`config.mk`:
```
export PLATFORM = sky130hd
export DESIGN_NAME = sfx_playback_scheduler
export DESIGN_NICKNAME = d
export VERILOG_FILES = /design/src/rtl/sfx_playback_scheduler.sv
export SDC_FILE = /design/constraint.sdc
export NUM_CORES = 1
export LEC_CHECK = 0
export ABC_AREA = 1
export BUFFER_PORTS_ARGS = -buffer_cell sky130_fd_sc_hd__buf_4
export CORE_UTILIZATION = 45
export CTS_BUF_LIST = sky130_fd_sc_hd__clkbuf_2
export DETAILED_ROUTE_END_ITERATION = 8
export PLACE_DENSITY = 0.61
export SKIP_LAST_GASP = 1
export SLEW_MARGIN = 20
export SYNTH_ARGS = -nofsm -noshare
export SYNTH_HDL_FRONTEND = slang
export SYNTH_SLANG_ARGS = --single-unit
```
`constraint.sdc`:
```
create_clock -name clk_in -period 2.9 [get_ports clk_in]
set_clock_uncertainty 0.15 [all_clocks]
set_input_delay 0.29 -clock clk_in [delete_from_list [all_inputs] [get_ports clk_in]]
set_output_delay 0.29 -clock clk_in [all_outputs]
set_load 0.1 [all_outputs]
```
`src/rtl/sfx_playback_scheduler.sv`:
```
// Single-BRAM sound-effect sequencer: latches triggers, arbitrates by fixed priority,
// steps the clip address on each sample tick and captures the returned sample.
module sfx_playback_scheduler #(
    parameter int unsigned N_CLIPS = 4,
    parameter int unsigned ADDR_W  = 16,
    parameter int unsigned ID_W    = 2,
    parameter logic [N_CLIPS*ADDR_W-1:0] CLIP_BASE = {16'd48000, 16'd32000, 16'd19200, 16'd0},
    parameter logic [N_CLIPS*ADDR_W-1:0] CLIP_LEN  = {16'd8000, 16'd16000, 16'd12800, 16'd19200},
    parameter bit          PREEMPT = 1'b1,
    parameter int unsigned RD_LAT  = 2
) (
    input  logic                clk_in,
    input  logic                rst_in,
    input  logic [N_CLIPS-1:0]  trigger_in,
    input  logic                signal_12khz,
    output logic [ADDR_W-1:0]   bram_addr_out,
    input  logic [7:0]          bram_data_in,
    output logic signed [7:0]   audio_out,
    output logic                busy_out,
    output logic [ID_W-1:0]     active_id_out,
    output logic                done_out
);

    typedef enum logic {IDLE, PLAY} state_t;

    state_t              state, state_nx;
    logic [N_CLIPS-1:0]  pending, pending_nx;
    logic [N_CLIPS-1:0]  trig_eff;
    logic [ADDR_W-1:0]   offset, offset_nx;
    logic [ADDR_W-1:0]   addr_nx;
    logic signed [7:0]   audio_nx;
    logic                busy_nx;
    logic [ID_W-1:0]     id_nx;
    logic                done_nx;
    logic                push;
    logic [RD_LAT-1:0]   pipe;
    logic [RD_LAT:0]     pipe_shift;
    logic                grant_valid;
    logic [ID_W-1:0]     grant_id;

    function automatic logic [ADDR_W-1:0] base_of(input logic [ID_W-1:0] id);
        logic [ADDR_W-1:0] b;
        b = '0;
        for (int i = 0; i < int'(N_CLIPS); i++)
            if (ID_W'(i) == id) b = CLIP_BASE[i*ADDR_W +: ADDR_W];
        return b;
    endfunction

    function automatic logic [ADDR_W-1:0] len_of(input logic [ID_W-1:0] id);
        logic [ADDR_W-1:0] l;
        l = '0;
        for (int i = 0; i < int'(N_CLIPS); i++)
            if (ID_W'(i) == id) l = CLIP_LEN[i*ADDR_W +: ADDR_W];
        return l;
    endfunction

    // Lowest-index pending clip; while playing only higher-priority clips on a tick may cut in
    always_comb begin
        grant_valid = 1'b0;
        grant_id    = '0;
        for (int i = 0; i < int'(N_CLIPS); i++) begin
            if (!grant_valid && pending[i] &&
                (state == IDLE ||
                 (PREEMPT && signal_12khz && ID_W'(i) < active_id_out))) begin
                grant_valid = 1'b1;
                grant_id    = ID_W'(i);
            end
        end
    end

    assign pipe_shift = {pipe, push};

    always_comb begin
        state_nx = state;
        offset_nx = offset;
        addr_nx  = bram_addr_out;
        audio_nx = audio_out;
        busy_nx  = busy_out;
        id_nx    = active_id_out;
        done_nx  = 1'b0;
        push     = 1'b0;
        trig_eff = trigger_in;

        if (state == PLAY) trig_eff[active_id_out] = 1'b0;
        pending_nx = pending | trig_eff;
        if (grant_valid) pending_nx[grant_id] = 1'b0;

        case (state)
            IDLE: begin
                if (signal_12khz) audio_nx = '0;
                if (grant_valid) begin
                    state_nx  = PLAY;
                    id_nx     = grant_id;
                    offset_nx = '0;
                    addr_nx   = base_of(grant_id);
                    busy_nx   = 1'b1;
                end
            end
            PLAY: begin
                if (signal_12khz) begin
                    push = 1'b1;
                    if (grant_valid) begin
                        id_nx     = grant_id;
                        offset_nx = '0;
                        addr_nx   = base_of(grant_id);
                    end else if (offset == len_of(active_id_out) - ADDR_W'(1)) begin
                        state_nx  = IDLE;
                        busy_nx   = 1'b0;
                        done_nx   = 1'b1;
                        offset_nx = '0;
                    end else begin
                        offset_nx = offset + ADDR_W'(1);
                        addr_nx   = base_of(active_id_out) + offset + ADDR_W'(1);
                    end
                end
            end
            default: state_nx = IDLE;
        endcase

        // Token reaching the end of the pipe marks the cycle douta holds the ticked address
        if (pipe[RD_LAT-1]) audio_nx = signed'(bram_data_in);
    end

    always_ff @(posedge clk_in or posedge rst_in) begin
        if (rst_in) begin
            state         <= IDLE;
            pending       <= '0;
            offset        <= '0;
            bram_addr_out <= '0;
            audio_out     <= '0;
            busy_out      <= 1'b0;
            active_id_out <= '0;
            done_out      <= 1'b0;
            pipe          <= '0;
        end else begin
            state         <= state_nx;
            pending       <= pending_nx;
            offset        <= offset_nx;
            bram_addr_out <= addr_nx;
            audio_out     <= audio_nx;
            busy_out      <= busy_nx;
            active_id_out <= id_nx;
            done_out      <= done_nx;
            pipe          <= pipe_shift[RD_LAT-1:0];
        end
    end

endmodule
```
Word level (Yosys, flattened, before mapping)
Cells that the tools add are included.
Widths: inputs -> output; s select.

cells by class
  $lt $le $gt $ge = 8
  add/subtract/negate cells = 4
  bitwise operators = 6
  reductions and logical operators = 26
  equal/unequal tests = 13
  muxes and demuxes = 62

operator list
  cell                   number
  $mux 16                22
  $pmux 16 s2            2
  $mux 15                3
  $add 16x1->16 const B  2
  $mux 8                 3
  $mux 1                 21
  $add 16x16->16         1
  $eq 16x16->1           1
  $sub 16x1->16 const B  1
  $logic_and 1x1->1      13
  $and 4x4->4            2
  $eq 2x2->1 const A     4
  $mux 2                 4
  $mux 4                 2
  $not 4->4              2
  $lt 2x3->1 const B     2
  $ne 2x2->1 const B     3
  $demux 1 s2            2
  $eq 1x2->1 const A     2
  $ge 2x1->1 const B     2
  $logic_or 1x1->1       4
  $lt 1x2->1 const A     2
  $lt 2x2->1 const A     2
  $ne 2x1->1 const B     2
  other kinds (11)       15

storage, ports and cells
  bits in registers = 51
  bits of input ports = 15
  logic and storage cells = 128
  output and inout bits = 28

Logic depth before layout (Yosys ltp)
Gate-level depths: netlist of run 1.

  depth after elaboration = 32
  gate-level depth with buffers = 16
  mapped depth without buffers = 16

Least setup slack after synthesis of run 1
Ideal clock, no wire load.

  kind = register -> register
  from = register active_id_out[0]
  to = register bram_addr_out[13]
  period minus slack after synthesis = 2.916 ns
  stages on the path, launching flop included = 16
  required time = 2.637 ns
  data arrival time = 2.653 ns
  setup time = 0.113 ns
  buffers on the path = 0
  setup slack = -0.016 ns
  path through = dfrtp_1 inv_1 ha_1 inv_1 nand2_1 ha_1 nand2_1 inv_1 nand2_1 nand2_1 a21oi_1 nand3_1 nand3_1 nand3_1 nand2_1 inv_1

on the way
  longest elaborated chain between the ends = 23
  elaborated cells on any way between the ends = 63
  those cells by class = add/sub (3); order compare (4); eq/ne (8); mux (28); reduce/logical (20)

ends and longest elaborated chain
  element                                                                  RTL line  text
  start: declaration                                                       20        output logic [ID_W-1:0] active_id_out,
  start signal: assignment                                                 142       active_id_out <= id_nx;
  parallel branches: the longest is 23 deep, another holds $add 16x16->16  --
  end signal: assignment                                                   139       bram_addr_out <= addr_nx;
  end: declaration                                                         16        output logic [ADDR_W-1:0] bram_addr_out,

Parallel ways; which one is timed is not known. The select of a mux whose other input is x is not followed.
A chain may end at the register's enable or synchronous reset.

Final worst setup path of run 1
  from = register active_id_out[0]
  to = register bram_addr_out[14]

on the way
  longest elaborated chain between the ends = 24
  elaborated cells on any way between the ends = 65
  those cells by class = add/sub (3); order compare (4); eq/ne (9); mux (29); reduce/logical (20)

ends and longest elaborated chain
  element
  parallel branches: the longest is 24 deep, another holds $add 16x16->16

Parallel ways; which one is timed is not known. The select of a mux whose other input is x is not followed.

==> results of run 1 <==
-- per-layer routing --
layer	vias up	wire, um	GRT usage [%]
li1	1659	-	-
met1	1523	4280	33.8
met2	80	4510	44.0
met3	12	482	2.86
met4	0	118	5.92
met5	-	0	0
-- what timing repair did --
action | in CTS | in global routing
endpoints found under the hold margin | 33 | 0
gates resized for setup | 0 | 0
hold buffers | 12 | 0
-- registers in the layout, indices dropped and copies added, names as in the netlist --
signal,count
state,1
offset,16
busy_out,1
done_out,1
active_id_out,2
pending,4
bram_addr_out,16
audio_out,8
pipe,2
-- cell usage after synthesis (all sizes together) --
cell    instances
a21boi          2
inv            73
nor3           10
nor2           44
buf             8
a31oi           1
o22ai           1
clkbuf          1
nand4          11
and2            1
ha             16
o211ai          1
o21bai          3
o21ai          24
nand3          59
nand2         150
a21oi          15
xnor2           1
xor2            5
nand3b          4
dfrtp          51
o21a            1
-- where the power goes --
group          switching [mW]  internal [mW]  leakage, nW
Sequential              0.132          0.870        0.643
Clock                   0.238         0.0613       0.0290
Combinational            1.27          0.398         1.50
Total                    1.64           1.33         2.17
-- cell families after synthesis --
logic type,after synthesis,synth area share [%]
adders and majority gates,16,5.82
DFF,51,37.1
buffers and inverters,82,10.1
and+or+nand+nor,279,37.7
xor gates and xnor gates,6,1.53
AOI/OAI and AO/OA,48,7.67
-- area by class of cell --
type	count	share of cell area [%]
clock buffers	6	0.750
multi-input cells	349	45.3
repair buffers	59	11.8
well taps	99	3.09
clock inverters	2	0.312
inverters	73	6.84
flip-flops and latches	51	31.9
-- metrics by stage --
stage               utilization, %  power (mW)  worst slack [ns]  instance area (um2)  hold slack (ns)
floorplan                        -        2.28             0.185                 3440            0.181
global placement              52.4        2.66             0.432                 3840            0.183
detailed placement            52.4        2.67             0.414                 3840            0.197
CTS                           54.7        2.99             0.324                 4010           0.0831
global route                  54.7        3.16             0.101                 4010           0.0645
finish                        54.7        2.97             0.367                 4010            0.102
-- path summary, 6_finish.rpt --
check,start,to,slack (ns),depth (start not counted)
hold / removal,trigger_in[2],pending[2],0.10,4
setup / recovery,active_id_out[0],bram_addr_out[14],0.37,12
setup reg to reg,active_id_out[0],bram_addr_out[14],0.37,12
max in group asynchronous,rst_in,bram_addr_out[13],1.67,4
min in group asynchronous,rst_in,audio_out[4],0.23,3
hold reg to reg,pipe[0],pipe[1],0.25,0
-- tightest hold or removal path, cell delays in order --
cell and delay [ns]:
buf_4 0.11, a21boi_0 0.12, o21ai_0 0.14, inv_1 0.04
-- cell usage in the layout, fill, tap and decap left out --
cell type      Yosys  layout
nand2_1          138     138
inv_1             65      64
nand3_1           55      55
dfrtp_1           51      50
buf_4              5      47
nor2_1            41      41
o21ai_0           20      20
ha_1              16      16
a21oi_1           15      15
dlygate4sd3_1      0      12
nand4_1           10      10
inv_2              8       9
nand2_2            9       9
nor3_1             9       9
clkbuf_2           0       6
xor2_1             5       5
nand3b_1           4       4
o21bai_1           3       3
nand3_4            3       3
nand2_4            3       3
o21ai_1            3       3
nor2_2             2       2
a21boi_0           2       2
nor3_2             1       1
nor2_4             1       1
nand4_4            1       1
o21a_1             1       1
xnor2_1            1       1
nand3_2            1       1
o211ai_1           1       1
o22ai_1            1       1
a31oi_1            1       1
and2_1             1       1
o21ai_2            1       1
dfrtp_2            0       1
clkinvlp_4         0       1
clkinv_2           0       1
==> results.json, run 1 <==
{
  "diodes": 0,
  "grt_start_max_net_pins": 25,
  "hold_violations": 0,
  "multiInputGateArea_um2": 1820,
  "io_buffers": 42,
  "finalSetupViolations": 0,
  "grt_pass1_wl_um": 15100,
  "yosysWarnings": 0,
  "synthTopCellsByArea": "dfrtp_1 37%, nand2_1 15%, nand3_1 8.0%",
  "ant_nets": 0,
  "fill_cells": 724,
  "clkTransAtPathRegs_ns": 0.27,
  "cts_setup_buffers": 0,
  "ctsRootBufferMaster": "clkbuf_2",
  "drc": 0,
  "cts_num_sinks": 51,
  "avgSynthCellArea_um2": 7.14,
  "clk_latency_ns": 0.45,
  "grt_use_total_pct": 25.4,
  "chipWidth_um": 89.4,
  "grt_pass1_vias": 3086,
  "syn_to_final_growth_pct": 16.4,
  "ys_seq_area_share_pct": 37.1,
  "min_period_over_period_pct": 87.4,
  "crit_type": "reg -> reg",
  "io_pins": 43,
  "antenna_found_initial": 0,
  "core_um2": 7330,
  "tightest_slew_ns": 0.549,
  "startpoint_type": "flip-flop",
  "synth_area_leader_cell": "dfrtp_1",
  "cp_num_buf_inv": 2,
  "powerDensity_nw_per_um2": 741,
  "cp_slowest_stage_delay_ns": 0.51,
  "hp-class": "in -> reg",
  "synth.top_cell.area_share_pct": 37.1,
  "crit_path_frequent_cell": "nand2_1",
  "status": "finished clean",
  "place.gp.congestion": 0.982,
  "seq_area_um2": 1280,
  "crit_family": "simple AND/OR/NAND/NOR gates",
  "hpwl_um": 7350,
  "cts_buffers": 5,
  "ir_drop_mv": 0.397,
  "start_util_pct": 46.9,
  "synth_seq_cells": 51,
  "dieArea_um2": 8000,
  "netlist_instances": 482,
  "max_slew_margin_pct": 63.4,
  "synth_area_um2": 3440,
  "max_freq_mhz": 395,
  "routed-via-count": 3274,
  "nNetsFinal": 570,
  "cp_max_fo": 7,
  "cts.path.max_buffers": 2,
  "die_h_um": 89.4,
  "cp_data_required_time_ns": 3.14,
  "cts_tree": "yes",
  "synth_fp_nets": 513,
  "cap_violations": 0,
  "num_rows": 31,
  "rsz0062_at_grt": "no",
  "htreeDepth": 2,
  "instances_no_fill": 639,
  "synth.distinct_cells": 34,
  "setup_tns_ns": 0,
  "initialDrtViolationCount": 216,
  "critPathArrivalTime_ns": 2.77,
  "wl_um": 9400,
  "path_cells": "inv_1 -> ha_1 -> nand2_1 -> nand3_4 -> nand3_4 -> nor2_1 -> nor2_1 -> inv_1 -> ha_1 -> nand2_1 -> nand3_1 -> nand2_1",
  "crit_slowest_cell": "dfrtp_2",
  "slew_violations": 0,
  "p_leak_nw": 2.17,
  "dp_cells": 619,
  "first_pass_iters": 4,
  "period_minus_slack_ns": 2.53,
  "routedWlPerCell_um": 14.7,
  "final_layout_size_suffix_gt1_share_pct": 16.1,
  "overflow": 0,
  "end_kind": "flip-flop",
  "via_per_inst": 5.12
}
No activity file was read; power rests on OpenSTA's default activity.
==> run 2, diff against run 1 <==
Settings changed: PLACE_DENSITY 0.61 to default.
==> run 2 against run 1 <==
Setup slack worse by 0.052 ns. Design area up 0.50%. Clock power up 29%. Combinational power about the same. Highest routed layer unchanged. Maximum frequency down 2.0%. Die area unchanged. Non-clock buffer count down 2.
==> results.json, run 2 (synthesis gave the netlist of run 1 again) <==
{
  "status": "finished clean",
  "top_regs": "bram_addr_out: 16 flops, offset: 16 flops, audio_out: 8 flops",
  "initialDrtViolationCount": 167,
  "dr_wl_met2_um": 4230,
  "ant_nets": 0,
  "antenna_found_initial": 0,
  "p_leak_nw": 2.18,
  "crit_type": "reg -> reg",
  "rsz0062_at_grt": "no",
  "met3WireLength_um": 423,
  "cts_num_sinks": 51,
  "dp_cells": 617,
  "mostFrequentLayoutCells": "138 x nand2_1, 64 x inv_1, 55 x nand3_1, 50 x dfrtp_1, 44 x buf_4",
  "tightest_slew_ns": 0.564,
  "ctsRootBufferMaster": "clkbuf_2",
  "io_buffers": 42,
  "clk_latency_ns": 0.44,
  "worstHoldStart": "trigger_in[2]",
  "hp-class": "in -> reg",
  "hold_violations": 0,
  "wl_met1_um": 4510,
  "startpoint_type": "flip-flop",
  "end_kind": "flip-flop",
  "slew_violations": 0,
  "chipWidth_um": 89.4,
  "min_period_over_period_pct": 89.1,
  "cts_resized": 0,
  "crit_start": "active_id_out[0]",
  "setup_tns_ns": 0,
  "grt_pass1_wl_um": 15000,
  "dpl_cell_area_um2": 3840,
  "critPathArrivalTime_ns": 2.80,
  "start_util_pct": 46.9,
  "cp_data_required_time_ns": 3.11,
  "routed-via-count": 3285,
  "wl_um": 9370,
  "cts.path.max_buffers": 2,
  "cp_max_fo": 7,
  "timing.final.ws_setup_ns": 0.315,
  "syn_to_final_growth_pct": 17.0,
  "cap_violations": 0,
  "design_area_um2": 4030,
  "final_layout_size_suffix_gt1_share_pct": 15.8,
  "ir_drop_mv": 0.426,
  "clkTransAtPathRegs_ns": 0.26,
  "die_h_um": 89.4,
  "instances_no_fill": 637,
  "core_um2": 7330,
  "grt_use_total_pct": 24.9,
  "crit_path_frequent_cell": "inv_1",
  "finalSetupViolations": 0,
  "via_per_inst": 5.16,
  "diodes": 0,
  "nNetsFinal": 568,
  "highest_layer": "met4",
  "first_pass_iters": 5,
  "powerDensity_nw_per_um2": 758,
  "overflow": 0,
  "final_common_cell": "nand2_1",
  "path_cells": "inv_1 -> ha_1 -> inv_1 -> ha_1 -> inv_1 -> nor3_1 -> nand3_1 -> nand2_1 -> nand2_1 -> nand3_1 -> nand3_1 -> nand2_1 -> inv_1",
  "period_minus_slack_ns": 2.58,
  "max_freq_mhz": 387,
  "routedWlPerCell_um": 14.7,
  "dieArea_um2": 8000,
  "grt_pass1_vias": 3046,
  "cp_slowest_stage_delay_ns": 0.52,
  "dp_worst_setup_slack_ns": 0.376,
  "hpwl_um": 7400,
  "io_pins": 43,
  "drc": 0,
  "htreeDepth": 2,
  "place.gp.congestion": 0.948,
  "crit_slowest_cell": "dfrtp_2",
  "grt_start_max_net_pins": 30,
  "num_rows": 31,
  "cts_buffers": 5,
  "r2r-start": "active_id_out[0]",
  "max_slew_margin_pct": 62.4,
  "cts_tree": "yes"
}
-- run 2: layer usage --
layer	up-vias	GRT usage (%)
met4	0	8.66
li1	1652	-
met5	-	0
met2	89	41.6
met1	1530	32.8
met3	14	3.79
-- run 2: critical path, delay by kind of cell (launching register included) --
| family | cells | cell delay, ns |
|---|---|---|
| adders and majority gates | 2 | 0.58 |
| and+or+nand+nor | 7 | 0.89 |
| buffers and inverters | 4 | 0.37 |
| DFF | 1 | 0.52 |
-- run 2: metrics by stage --
stage / hold WS [ns] / power, mW / utilization, %
floorplan: 0.181 / 2.28 / -
global placement: 0.183 / 2.67 / 52.4
detailed placement: 0.204 / 2.67 / 52.4
CTS: 0.0856 / 3.07 / 54.9
global route: 0.104 / 3.23 / 54.9
finish: 0.103 / 3.05 / 54.9
-- run 2: final timing paths --
kind                            cells after the start                end  slack (ns)
worst max-delay path                               13  bram_addr_out[13]        0.32
worst min-delay path                                4         pending[2]        0.10
worst min register to register                      0            pipe[1]        0.25
min in group asynchronous                           3         pending[3]        0.24
max in group asynchronous                           4         offset[14]        1.83
worst max register to register                     13  bram_addr_out[13]        0.32
-- run 2: final cells by class --
cell class / count / area, um2
clock buffer: 7 / 35.0
inverter: 73 / 274
sequential: 51 / 1280
fill: 704 / 3300
tap: 99 / 124
clock inverter: 1 / 30.0
multi-input combinational: 349 / 1820
timing repair buffer: 57 / 470
-- run 2: timing repair --
action / 4_1_cts / 5_1_grt
setup buffers: 0 / 0
hold endpoints to repair: 33 / 0
setup endpoints to repair: 0 / 0
hold buffers: 12 / 0
-- run 2: where the power goes --
group | switching, mW | internal, mW
combinational | 1.28 | 0.398
clock | 0.232 | 0.153
sequential | 0.125 | 0.870
total | 1.63 | 1.42
==> run 3, diff against run 2 <==
Settings changed: ABC_AREA 1 to default.
==> run 3 against run 2 <==
Design area shrank 2.9%. Largest cell class unchanged. Register-to-register slack worse by 0.23 ns. Critical endpoint is now bram_addr_out[8]. Flip-flop and latch count unchanged. Highest routed layer unchanged.
==> results.json, run 3 <==
{
  "grt_start_max_net_pins": 31,
  "synth_fp_nets": 364,
  "diodes": 0,
  "multiInputGateArea_um2": 1830,
  "cts_num_sinks": 51,
  "max_freq_mhz": 356,
  "synth.top_cell.area_share_pct": 41.0,
  "final_layout_size_suffix_gt1_share_pct": 24.7,
  "ctsRootBufferMaster": "clkbuf_2",
  "setup_tns_ns": 0,
  "first_pass_iters": 4,
  "timing.final.ws_setup_ns": 0.0899,
  "cap_violations": 0,
  "cp_max_fo": 9,
  "internal-power_mw": 1.08,
  "htreeDepth": 2,
  "critPathArrivalTime_ns": 3.00,
  "synth.distinct_cells": 53,
  "period_minus_slack_ns": 2.81,
  "syn_to_final_growth_pct": 25.8,
  "synthTopCellsByArea": "dfrtp_1 41%, ha_1 6.4%, nand2_1 4.6%",
  "ys_seq_area_share_pct": 41.0,
  "ir_drop_mv": 0.203,
  "grt_pass1_wl_um": 13800,
  "p_sw_mw": 0.732,
  "clockPowerShare_pct": 20.4,
  "ff2ff_setup_slack_ns": 0.09,
  "synth_area_leader_cell": "dfrtp_1",
  "num_rows": 29,
  "via_per_inst": 5.77,
  "synth_seq_cells": 51,
  "clkTransAtPathRegs_ns": 0.27,
  "max_slew_margin_pct": 57.8,
  "startpoint_type": "flip-flop",
  "nNetsFinal": 436,
  "end_kind": "flip-flop",
  "dieArea_um2": 7250,
  "grt_pass1_vias": 2694,
  "regToRegEndpoint": "bram_addr_out[8]",
  "crit_path_end": "bram_addr_out[8]",
  "hpwl_um": 6130,
  "yosysMostFrequentCell": "dfrtp_1",
  "avgSynthCellArea_um2": 9.34,
  "place.gp.congestion": 0.864,
  "initialDrtViolationCount": 154,
  "antenna_found_initial": 0,
  "io_pins": 43,
  "rsz0062_at_grt": "yes",
  "core_um2": 6490,
  "seq_area_um2": 1280,
  "cts_buffers": 5,
  "cp_data_required_time_ns": 3.09,
  "overflow": 0,
  "io_buffers": 42,
  "power_mw": 1.82,
  "yosysWarnings": 0,
  "final_common_cell": "buf_4",
  "p_sw_share_pct": 40.3,
  "crit_type": "reg -> reg",
  "tightest_slew_ns": 0.627,
  "netlist_instances": 333,
  "hold_violations": 0,
  "mostFrequentLayoutCells": "59 x buf_4, 49 x dfrtp_1, 38 x nand2_1, 28 x o21ai_0, 23 x a21oi_1",
  "grt_use_total_pct": 24.3,
  "ys_async_sr_fraction_pct": 100,
  "min_period_over_period_pct": 96.9,
  "ys.flop_type": "dfrtp_1",
  "status": "finished clean",
  "die_h_um": 85.1,
  "wl_um": 8340,
  "p_leak_nw": 1.82,
  "powerDensity_nw_per_um2": 465,
  "cts.path.max_buffers": 2,
  "clk_latency_ns": 0.44,
  "drc": 0,
  "r2r_cells": 7,
  "start_util_pct": 47.9,
  "synth_edf_count": 0,
  "crit_start": "offset[1]",
  "r2r-start": "offset[1]",
  "seqPwrFrac_pct": 47.3,
  "synth_area_um2": 3110,
  "cts_tree": "yes",
  "finalSetupViolations": 0,
  "synthTopCellsByCount": "51 x dfrtp_1, 38 x nand2_1, 28 x o21ai_0",
  "dp_worst_setup_slack_ns": 0.0910,
  "routedWlPerCell_um": 17.3,
  "comb_power_share_pct": 32.3,
  "ant_nets": 0,
  "routed-via-count": 2783,
  "top_regs": "bram_addr_out: 16 flops, offset: 16 flops, audio_out: 8 flops",
  "fill_cells": 615,
  "slew_violations": 0,
  "hp-class": "in -> async",
  "chipWidth_um": 85.1
}
## run 3: changes by cell type after synthesis, moves of 7 or more
| cell | previous run | this run |
|---|---|---|
| o31ai_1 | 0 | 7 |
| inv_1 | 65 | 10 |
| a21oi_1 | 15 | 23 |
| xor2_1 | 5 | 12 |
| inv_2 | 8 | 0 |
| nor2_1 | 41 | 20 |
| xnor2_1 | 1 | 14 |
| and2_1 | 1 | 8 |
| nand2_1 | 138 | 38 |
| nand2_2 | 9 | 0 |
| o21ai_0 | 20 | 28 |
| nand3_1 | 55 | 6 |
## run 3: cell families (layout without fill, tap and decap cells)
kind of cell               count (synthesis)  after routing  synth area share, %
adders and majority gates                 16             16                 6.44
DFF                                       51             51                 41.0
and+or+nand+nor                          117            117                 20.2
AOI/OAI and AO/OA                         99             99                 20.2
buffers and inverters                     19             91                 2.37
muxes                                      5              5                 2.41
xor gates and xnor gates                  26             26                 7.32
## run 3: final cells by class
type / count / share of cell area [%]
multi-input combinational: 263 / 46.8
sequential: 51 / 32.7
timing repair buffer: 74 / 15.4
tap: 77 / 2.46
inverter: 10 / 1.02
clock inverter: 2 / 0.960
clock buffer: 5 / 0.640
## run 3: critical path, cell delays in order, from the launching register on
cell and delay (ns):
dfrtp_1 0.49, ha_2 0.27, nand3_2 0.13, or4b_4 0.58, or4_4 0.49, nor2_8 0.21, nor2_4 0.09, mux2_4 0.30
## run 3: how the worst min path moves through the flow
stage	end	depth (start not counted)	slack, ns
2_1_floorplan	pipe[1]	0	0.18
3_3_place_gp	bram_addr_out[2]	2	0.18
3_5_place_dp	pipe[1]	0	0.18
4_1_cts	bram_addr_out[2]	3	0.22
5_1_grt	offset[4]	3	0.24
6_report	bram_addr_out[2]	3	0.22
## run 3: power by group through the flow
stage	combinational (mW)	clock, mW	sequential (mW)
6_report	0.586	0.371	0.860
5_1_grt	0.619	0.413	0.873
4_1_cts	0.587	0.388	0.860
3_5_place_dp	0.571	0	0.873
3_3_place_gp	0.567	0	0.870
2_1_floorplan	0.155	0	1.15
## run 3: routing by layer
metal,vias to the layer above,part of all wire (%),track usage [%]
li1,1355,-,-
met1,1349,47,32.4
met2,72,48,41.7
met3,7,4.5,4.09
met4,0,0.94,4.62
met5,-,0,0
## run 3: what timing repair did
action | CTS | global route
setup buffers | 0 | 0
setup endpoints to repair | 0 | 10
resized for setup | 0 | 6
hold buffers | 14 | 0
endpoints found under the hold margin | 35 | 0
## run 3: through the flow
step / util, % / hold slack (ns) / cells / area [um2]
detailed placement: 56.7 / 0.185 / 461 / 3680
CTS: 59.9 / 0.218 / 482 / 3890
global placement: 56.7 / 0.184 / 461 / 3680
floorplan: - / 0.181 / 333 / 3170
global route: 60.2 / 0.240 / 482 / 3910
finish: 60.2 / 0.222 / 482 / 3910
